File: src/rtl/lcd_pkg.sv
// Shared constants, state encodings and addressing helpers for the LCD text buffer.
package lcd_pkg;

  localparam int LINE_WIDTH   = 20;
  localparam int LINES        = 4;
  localparam int MAX_MEM      = LINE_WIDTH * LINES;
  localparam int MEM_BITS     = $clog2(MAX_MEM);
  localparam int HOLDOFF      = 250;
  localparam int BUSY_TIMEOUT = 16;
  localparam int HOLD_BITS    = $clog2(HOLDOFF);
  localparam int WAIT_BITS    = $clog2(BUSY_TIMEOUT);

  localparam logic [7:0] CHR_BS    = 8'h08;
  localparam logic [7:0] CHR_LF    = 8'h0A;
  localparam logic [7:0] CHR_FF    = 8'h0C;
  localparam logic [7:0] CHR_CR    = 8'h0D;
  localparam logic [7:0] CHR_SPACE = 8'h20;
  localparam logic [7:0] CHR_TILDE = 8'h7E;

  localparam logic [MEM_BITS-1:0]  ADDR_LAST = MEM_BITS'(MAX_MEM - 1);
  localparam logic [MEM_BITS-1:0]  ADDR_ONE  = MEM_BITS'(1'b1);
  localparam logic [MEM_BITS-1:0]  LW_ADDR   = MEM_BITS'(LINE_WIDTH);
  localparam logic [4:0]           COL_LAST  = 5'(LINE_WIDTH - 1);
  localparam logic [1:0]           ROW_LAST  = 2'(LINES - 1);
  localparam logic [HOLD_BITS-1:0] HOLD_LAST = HOLD_BITS'(HOLDOFF - 1);
  localparam logic [HOLD_BITS-1:0] HOLD_ONE  = HOLD_BITS'(1'b1);
  localparam logic [WAIT_BITS-1:0] WAIT_LAST = WAIT_BITS'(BUSY_TIMEOUT - 1);
  localparam logic [WAIT_BITS-1:0] WAIT_ONE  = WAIT_BITS'(1'b1);

  typedef enum logic [0:0] {
    MS_CLEAR = 1'b0,
    MS_IDLE  = 1'b1
  } main_state_e;

  typedef enum logic [2:0] {
    R_IDLE    = 3'd0,
    R_HOLD    = 3'd1,
    R_TRIG    = 3'd2,
    R_WAIT_HI = 3'd3,
    R_WAIT_LO = 3'd4
  } ref_state_e;

  function automatic logic [MEM_BITS-1:0] cell_addr(input logic [1:0] row, input logic [4:0] col);
    return (MEM_BITS'(row) * LW_ADDR) + MEM_BITS'(col);
  endfunction

  // Row 3 wraps back to row 0 rather than scrolling.
  function automatic logic [1:0] next_row(input logic [1:0] row);
    return (row == ROW_LAST) ? 2'd0 : (row + 2'd1);
  endfunction

endpackage

File: src/rtl/lcd_text_ram.sv
// 80x8 screen image: one synchronous write port, one registered read port.
module lcd_text_ram
  import lcd_pkg::*;
(
  input  logic                clk_i,
  input  logic                rst_i,
  input  logic                wr_en_i,
  input  logic [MEM_BITS-1:0] wr_addr_i,
  input  logic [7:0]          wr_data_i,
  input  logic [MEM_BITS-1:0] rd_addr_i,
  output logic [7:0]          rd_data_o
);

  logic [7:0] mem_q [MAX_MEM];
  logic [7:0] rd_data_q;

  // Storage array; contents deliberately left unreset.
  always_ff @(posedge clk_i) begin
    if (wr_en_i) begin
      mem_q[wr_addr_i] <= wr_data_i;
    end
  end

  // Read register: old data on a same-address write, blank beyond the screen.
  always_ff @(posedge clk_i or posedge rst_i) begin
    if (rst_i) begin
      rd_data_q <= 8'h00;
    end else if (rd_addr_i <= ADDR_LAST) begin
      rd_data_q <= mem_q[rd_addr_i];
    end else begin
      rd_data_q <= CHR_SPACE;
    end
  end

  assign rd_data_o = rd_data_q;

endmodule

File: src/rtl/lcd_text_buffer.sv
// Character frame store feeding the HD44780 driver: byte stream in, screen image out,
// coalesced refresh triggers issued once the stream goes quiet and the driver is idle.
module lcd_text_buffer
  import lcd_pkg::*;
(
  input  logic                clk,
  input  logic                rst,
  input  logic                in_valid,
  output logic                in_ready,
  input  logic [7:0]          in_data,
  input  logic [MEM_BITS-1:0] rd_addr,
  output logic [7:0]          rd_data,
  input  logic                lcd_busy,
  output logic                lcd_trg,
  output logic [1:0]          cur_row,
  output logic [4:0]          cur_col,
  output logic                dirty
);

  main_state_e          main_q, main_d;
  ref_state_e           ref_q, ref_d;
  logic [MEM_BITS-1:0]  clr_addr_q, clr_addr_d;
  logic [1:0]           row_q, row_d;
  logic [4:0]           col_q, col_d;
  logic                 in_ready_q, in_ready_d;
  logic                 dirty_q, dirty_d;
  logic                 trg_q, trg_d;
  logic [HOLD_BITS-1:0] hold_q, hold_d;
  logic [WAIT_BITS-1:0] wait_q, wait_d;

  logic                 accept_s;
  logic                 printable_s;
  logic                 set_dirty_s;
  logic                 wr_en_s;
  logic [MEM_BITS-1:0]  wr_addr_s;
  logic [7:0]           wr_data_s;

  assign accept_s    = in_valid & in_ready_q;
  assign printable_s = (in_data >= CHR_SPACE) && (in_data <= CHR_TILDE);

  // Main FSM: screen clear sweep, byte interpretation and cursor movement.
  always_comb begin
    main_d      = main_q;
    clr_addr_d  = clr_addr_q;
    row_d       = row_q;
    col_d       = col_q;
    in_ready_d  = in_ready_q;
    wr_en_s     = 1'b0;
    wr_addr_s   = clr_addr_q;
    wr_data_s   = CHR_SPACE;
    set_dirty_s = 1'b0;
    case (main_q)
      MS_CLEAR: begin
        wr_en_s = 1'b1;
        row_d   = 2'd0;
        col_d   = 5'd0;
        if (clr_addr_q == ADDR_LAST) begin
          main_d      = MS_IDLE;
          in_ready_d  = 1'b1;
          clr_addr_d  = {MEM_BITS{1'b0}};
          set_dirty_s = 1'b1;
        end else begin
          clr_addr_d = clr_addr_q + ADDR_ONE;
        end
      end
      MS_IDLE: begin
        if (accept_s && printable_s) begin
          wr_en_s     = 1'b1;
          wr_addr_s   = cell_addr(row_q, col_q);
          wr_data_s   = in_data;
          set_dirty_s = 1'b1;
          if (col_q == COL_LAST) begin
            col_d = 5'd0;
            row_d = next_row(row_q);
          end else begin
            col_d = col_q + 5'd1;
          end
        end else if (accept_s) begin
          case (in_data)
            CHR_LF: begin
              col_d = 5'd0;
              row_d = next_row(row_q);
            end
            CHR_CR: col_d = 5'd0;
            CHR_BS: begin
              if (col_q != 5'd0) begin
                col_d = col_q - 5'd1;
              end else begin
                col_d = col_q;
              end
            end
            CHR_FF: begin
              main_d     = MS_CLEAR;
              in_ready_d = 1'b0;
              clr_addr_d = {MEM_BITS{1'b0}};
              row_d      = 2'd0;
              col_d      = 5'd0;
            end
            default: main_d = MS_IDLE;
          endcase
        end else begin
          main_d = MS_IDLE;
        end
      end
      default: begin
        main_d     = MS_CLEAR;
        in_ready_d = 1'b0;
        clr_addr_d = {MEM_BITS{1'b0}};
      end
    endcase
  end

  // Refresh FSM: hold-off after the last byte, one-cycle trigger, then track the print.
  always_comb begin
    ref_d   = ref_q;
    hold_d  = hold_q;
    wait_d  = wait_q;
    dirty_d = dirty_q;
    trg_d   = 1'b0;
    case (ref_q)
      R_IDLE: begin
        hold_d = {HOLD_BITS{1'b0}};
        if (dirty_q) begin
          ref_d = R_HOLD;
        end else begin
          ref_d = R_IDLE;
        end
      end
      R_HOLD: begin
        // A clear in progress is not idle time, so it restarts the hold-off too.
        if (accept_s || (main_q == MS_CLEAR)) begin
          hold_d = {HOLD_BITS{1'b0}};
        end else if (hold_q != HOLD_LAST) begin
          hold_d = hold_q + HOLD_ONE;
        end else if (!lcd_busy) begin
          ref_d = R_TRIG;
          trg_d = 1'b1;
        end else begin
          ref_d = R_HOLD;
        end
      end
      R_TRIG: begin
        dirty_d = 1'b0;
        wait_d  = {WAIT_BITS{1'b0}};
        ref_d   = R_WAIT_HI;
      end
      R_WAIT_HI: begin
        if (lcd_busy) begin
          ref_d = R_WAIT_LO;
        end else if (wait_q == WAIT_LAST) begin
          ref_d = R_IDLE;
        end else begin
          wait_d = wait_q + WAIT_ONE;
        end
      end
      R_WAIT_LO: begin
        if (!lcd_busy) begin
          ref_d = R_IDLE;
        end else begin
          ref_d = R_WAIT_LO;
        end
      end
      default: ref_d = R_IDLE;
    endcase
    if (set_dirty_s) begin
      dirty_d = 1'b1;
    end else begin
      dirty_d = dirty_d;
    end
  end

  // State and output registers.
  always_ff @(posedge clk or posedge rst) begin
    if (rst) begin
      main_q     <= MS_CLEAR;
      ref_q      <= R_IDLE;
      clr_addr_q <= {MEM_BITS{1'b0}};
      row_q      <= 2'd0;
      col_q      <= 5'd0;
      in_ready_q <= 1'b0;
      dirty_q    <= 1'b0;
      trg_q      <= 1'b0;
      hold_q     <= {HOLD_BITS{1'b0}};
      wait_q     <= {WAIT_BITS{1'b0}};
    end else begin
      main_q     <= main_d;
      ref_q      <= ref_d;
      clr_addr_q <= clr_addr_d;
      row_q      <= row_d;
      col_q      <= col_d;
      in_ready_q <= in_ready_d;
      dirty_q    <= dirty_d;
      trg_q      <= trg_d;
      hold_q     <= hold_d;
      wait_q     <= wait_d;
    end
  end

  lcd_text_ram u_ram (
    .clk_i     (clk),
    .rst_i     (rst),
    .wr_en_i   (wr_en_s),
    .wr_addr_i (wr_addr_s),
    .wr_data_i (wr_data_s),
    .rd_addr_i (rd_addr),
    .rd_data_o (rd_data)
  );

  assign in_ready = in_ready_q;
  assign lcd_trg  = trg_q;
  assign cur_row  = row_q;
  assign cur_col  = col_q;
  assign dirty    = dirty_q;

endmodule
File: config.mk
export PLATFORM = sky130hd
export DESIGN_NAME = lcd_text_buffer
export DESIGN_NICKNAME = d
export VERILOG_FILES = /design/src/rtl/lcd_pkg.sv /design/src/rtl/lcd_text_ram.sv /design/src/rtl/lcd_text_buffer.sv
export SDC_FILE = /design/constraint.sdc
export NUM_CORES = 1
export LEC_CHECK = 0
export BUFFER_PORTS_ARGS = -buffer_cell sky130_fd_sc_hd__buf_2
export CAP_MARGIN = 30
export CELL_PAD_IN_SITES_DETAIL_PLACEMENT = 2
export CELL_PAD_IN_SITES_GLOBAL_PLACEMENT = 2
export CORE_MARGIN = 8
export CORE_UTILIZATION = 35
export CTS_BUF_LIST = sky130_fd_sc_hd__clkbuf_16
export CTS_CLUSTER_DIAMETER = 30
export DETAILED_ROUTE_END_ITERATION = 10
export PLACE_DENSITY_LB_ADDON = 0.1
export SYNTH_ARGS = -nofsm -noshare
export SYNTH_HDL_FRONTEND = slang
export SYNTH_SLANG_ARGS = --single-unit
File: constraint.sdc
create_clock -name clk -period 2.8 [get_ports clk]
set_input_delay 0.14 -clock clk [delete_from_list [all_inputs] [get_ports clk]]
set_output_delay 0.14 -clock clk [all_outputs]
set_load 0.05 [all_outputs]
==> results.sh <==
export IMPL_leakage_uw=0.0116
export IMPL_fin_ws_ns=0.0844
export IMPL_clkLatencyLatePin_ns=0.72
export IMPL_port_buffers=36
export IMPL_synth_cell_types=63
export IMPL_drcViolationCount=0
export IMPL_synth_edff_count=640
export IMPL_initial_core_util_pct=35.3
export IMPL_fin_nets=1842
export IMPL_cts_buffers=153
export IMPL_synthTopCellsByCount="edfxtp_1 (640), mux4_2 (156), nor2_1 (99)"
export IMPL_final_cell_area_um2=36200
export IMPL_syn_area_um2=27300
export IMPL_async_flop_share_pct=6.02
export IMPL_critical_path_top_delay_family="buffers and inverters"
export IMPL_io_pins=37
export IMPL_drtAntennaViolNets=0
export IMPL_synth_top_area_share_pct=70.3
export IMPL_synth_warning_count=0
export IMPL_die_w_um=295
export IMPL_clock_sinks=681
export IMPL_total_power_uw=30700
export IMPL_first_iter_violations=941
export IMPL_r2r_start="cur_row[0]"
export IMPL_period_share_pct=97.0
export IMPL_core_area_um2=77300
export IMPL_yosysTopAreaCell="edfxtp_1"
export IMPL_seq_area_frac_synth_pct=74.1
export IMPL_outcome="completed"
export IMPL_grtUsageTotal_pct=18.9
export IMPL_ys_flop_type="edfxtp_1"
export IMPL_vias=15200
export IMPL_worstSetupPathType="register to register"
export IMPL_end_kind="register"
export IMPL_num_rows=102
export IMPL_start_kind="register"
export IMPL_drv_slew=0
export IMPL_grt_pass1_vias=17400
export IMPL_grt_max_degree=81
export IMPL_worst_pin_slew_ns=0.851
export IMPL_n_fill_cell=7145
export IMPL_cpMaxStageDelayCell="dfrtp_2"
export IMPL_critPathRequiredTime_ns=3.18
export IMPL_final_hold_viol_count=0
export IMPL_avgSynthCellArea_um2=19.4
export IMPL_cp_common_cell="buf_4"
export IMPL_fp_dieH_um=295
export IMPL_dpl_worst_slack_ns=-0.0875
export IMPL_finalWeightedCongestion=0.774
export IMPL_clockRootBuffer="clkbuf_16"
export IMPL_die_area_um2=87300
export IMPL_syn_to_final_growth_pct=32.7
export IMPL_hpwlAfterDp_um=50100
export IMPL_crit_buf_inv=3
export IMPL_first_pass_iters=5
export IMPL_htree_levels=4
export IMPL_diodes=0
export IMPL_clk_path_buf_depth=3
export IMPL_finalNonFillerCells=2981
export IMPL_hold_class="input port to asynchronous set/reset pin"
export IMPL_fmax_ghz=0.368
export IMPL_slowest_delay_ns=0.41
export IMPL_place_inst=2689
export IMPL_power_density_nw_per_um2=846
export IMPL_drv_cap=0
export IMPL_synth_most_common_cell="edfxtp_1"
export IMPL_layout_drive_gt1_share_pct=36.3
export IMPL_grt_pass1_wl_um=120000
export IMPL_setup_viol=0
export IMPL_utilization_pct=46.9
export IMPL_tritoncts="done"
export IMPL_crit_start="cur_row[0]"
export IMPL_peakVddDrop_uv=665
export IMPL_wl_per_cell_um=27.1
export IMPL_slew_headroom_pct=43.0
export IMPL_synth_seq_cells=681
export IMPL_layout_min_cycle_time_ns=2.72
export IMPL_cp_cell_sequence="buf_4 > ha_1 > a21oi_1 > xnor2_1 > a21o_1 > nand3_1 > buf_4 > nor2_2 > buf_4"
export IMPL_syn_inst=1407
export IMPL_clkSlewWorstSetupHoldPaths_ns=0.05
export IMPL_via_per_inst=5.09
export IMPL_post_dp_cell_area_um2=30600
export IMPL_worstPathMaxFanout=8
export IMPL_grt_antenna_before_repair=0
export IMPL_critPathArrivalTime_ns=3.10
export IMPL_synth_area_leaders="edfxtp_1 (70%), mux4_2 (13%), dfrtp_1 (3.8%), mux2i_1 (1.9%), nor2_1 (1.4%)"
export IMPL_rsz0062_at_grt="no"
export IMPL_fin_skew_ns=0.0444
export IMPL_grt_overflow=0
export IMPL_routed_wl_um=80900
flip-flops by register name, summed over array words and instances, names as in the netlist, 2 cells and up:
name / flops
ref_q: 3
clr_addr_q: 7
hold_q: 8
cur_row: 2
u_ram.mem_q: 640
cur_col: 5
wait_q: 4
u_ram.rd_data_o: 8
logic make-up (layout without fill, tap and decap cells):
kind of cell,Yosys count,count (layout),share of synthesized area (%)
adder cells (fa/ha/maj),12,12,0.577
multiplexers,227,227,15.5
AO/OA/AOI/OAI,152,152,3.85
AND/OR/NAND/NOR,259,259,4.45
other,1,80,0.0137
XOR/XNOR,5,5,0.160
flip-flops,681,681,74.1
buffers and inverters,70,525,1.30
layout make-up:
type                       count  area (µm²)  area share, %
inverter                      10        37.5          0.104
tap                         1040        1300           3.59
clock buffer                 154        3850           10.6
multi-input combinational    735        7120           19.6
clock inverter               131        1640           4.52
timing repair buffer         230        2050           5.64
sequential                   681       20200           55.9
where the power goes:
part	internal [µW]	switching (µW)	total, µW
Combinational	281	419	700
Clock	12700	6110	18800
Sequential	11100	60.5	11100
Total	24100	6590	30700
tightest hold or removal path: stages:
cell and delay [ns]:
dlygate4sd3_1 0.53, buf_2 0.12, inv_2 0.50
what timing repair did:
item                                    in CTS  in global routing
endpoints found under the setup margin     225                374
hold endpoints to repair                    38                  0
pin swaps                                    1                  2
setup buffers                                0                  1
cloned                                       0                  0
hold buffers                                 6                  0
resized for setup                            4                 16
worst paths after layout:
path / slack [ns] / to / depth (start not counted)
setup / recovery: 0.08 / u_ram.mem_q[36][7] / 9
setup reg to reg: 0.08 / u_ram.mem_q[36][7] / 9
hold / removal: 0.06 / hold_q[5] / 3
min in group clk: 0.06 / in_ready / 5
hold reg to reg: 0.50 / hold_q[6] / 1
max in group asynchronous: 2.08 / clr_addr_q[6] / 4
layer usage:
layer,track usage [%],part of all wire [%],up-vias
met5,0,0,-
met1,24.4,43,8090
met2,31.3,49,371
met3,4.20,4.5,137
li1,-,-,6584
met4,6.98,2.8,0
per-stage QoR:
stage	hold WS, ns	setup TNS (ns)
finish	0.0610	0
global route	0.0860	0
CTS	0.00653	0
detailed placement	0.293	-3.19
global placement	0.292	-0.151
floorplan	0.213	-26.53
cell usage in the layout, fill, tap and decap left out, types with 20 or more instances in the layout:
cell       synthesis  routed
buf_12             0      28
buf_2             22      32
buf_4             11     156
bufinv_16          0      28
clkbuf_16          0     154
clkinv_1           0      20
conb_1             1      80
dfrtp_1           41      38
edfxtp_1         640     640
inv_1             10      23
mux2i_1           52      51
mux4_2           156     156
nand2_1           54      53
nand3_1           32      32
nor2_1            99      72
nor2_2             0      26
nor2b_1           20      20
o21ai_0           38      38
No activity file was read; power rests on OpenSTA's default activity.
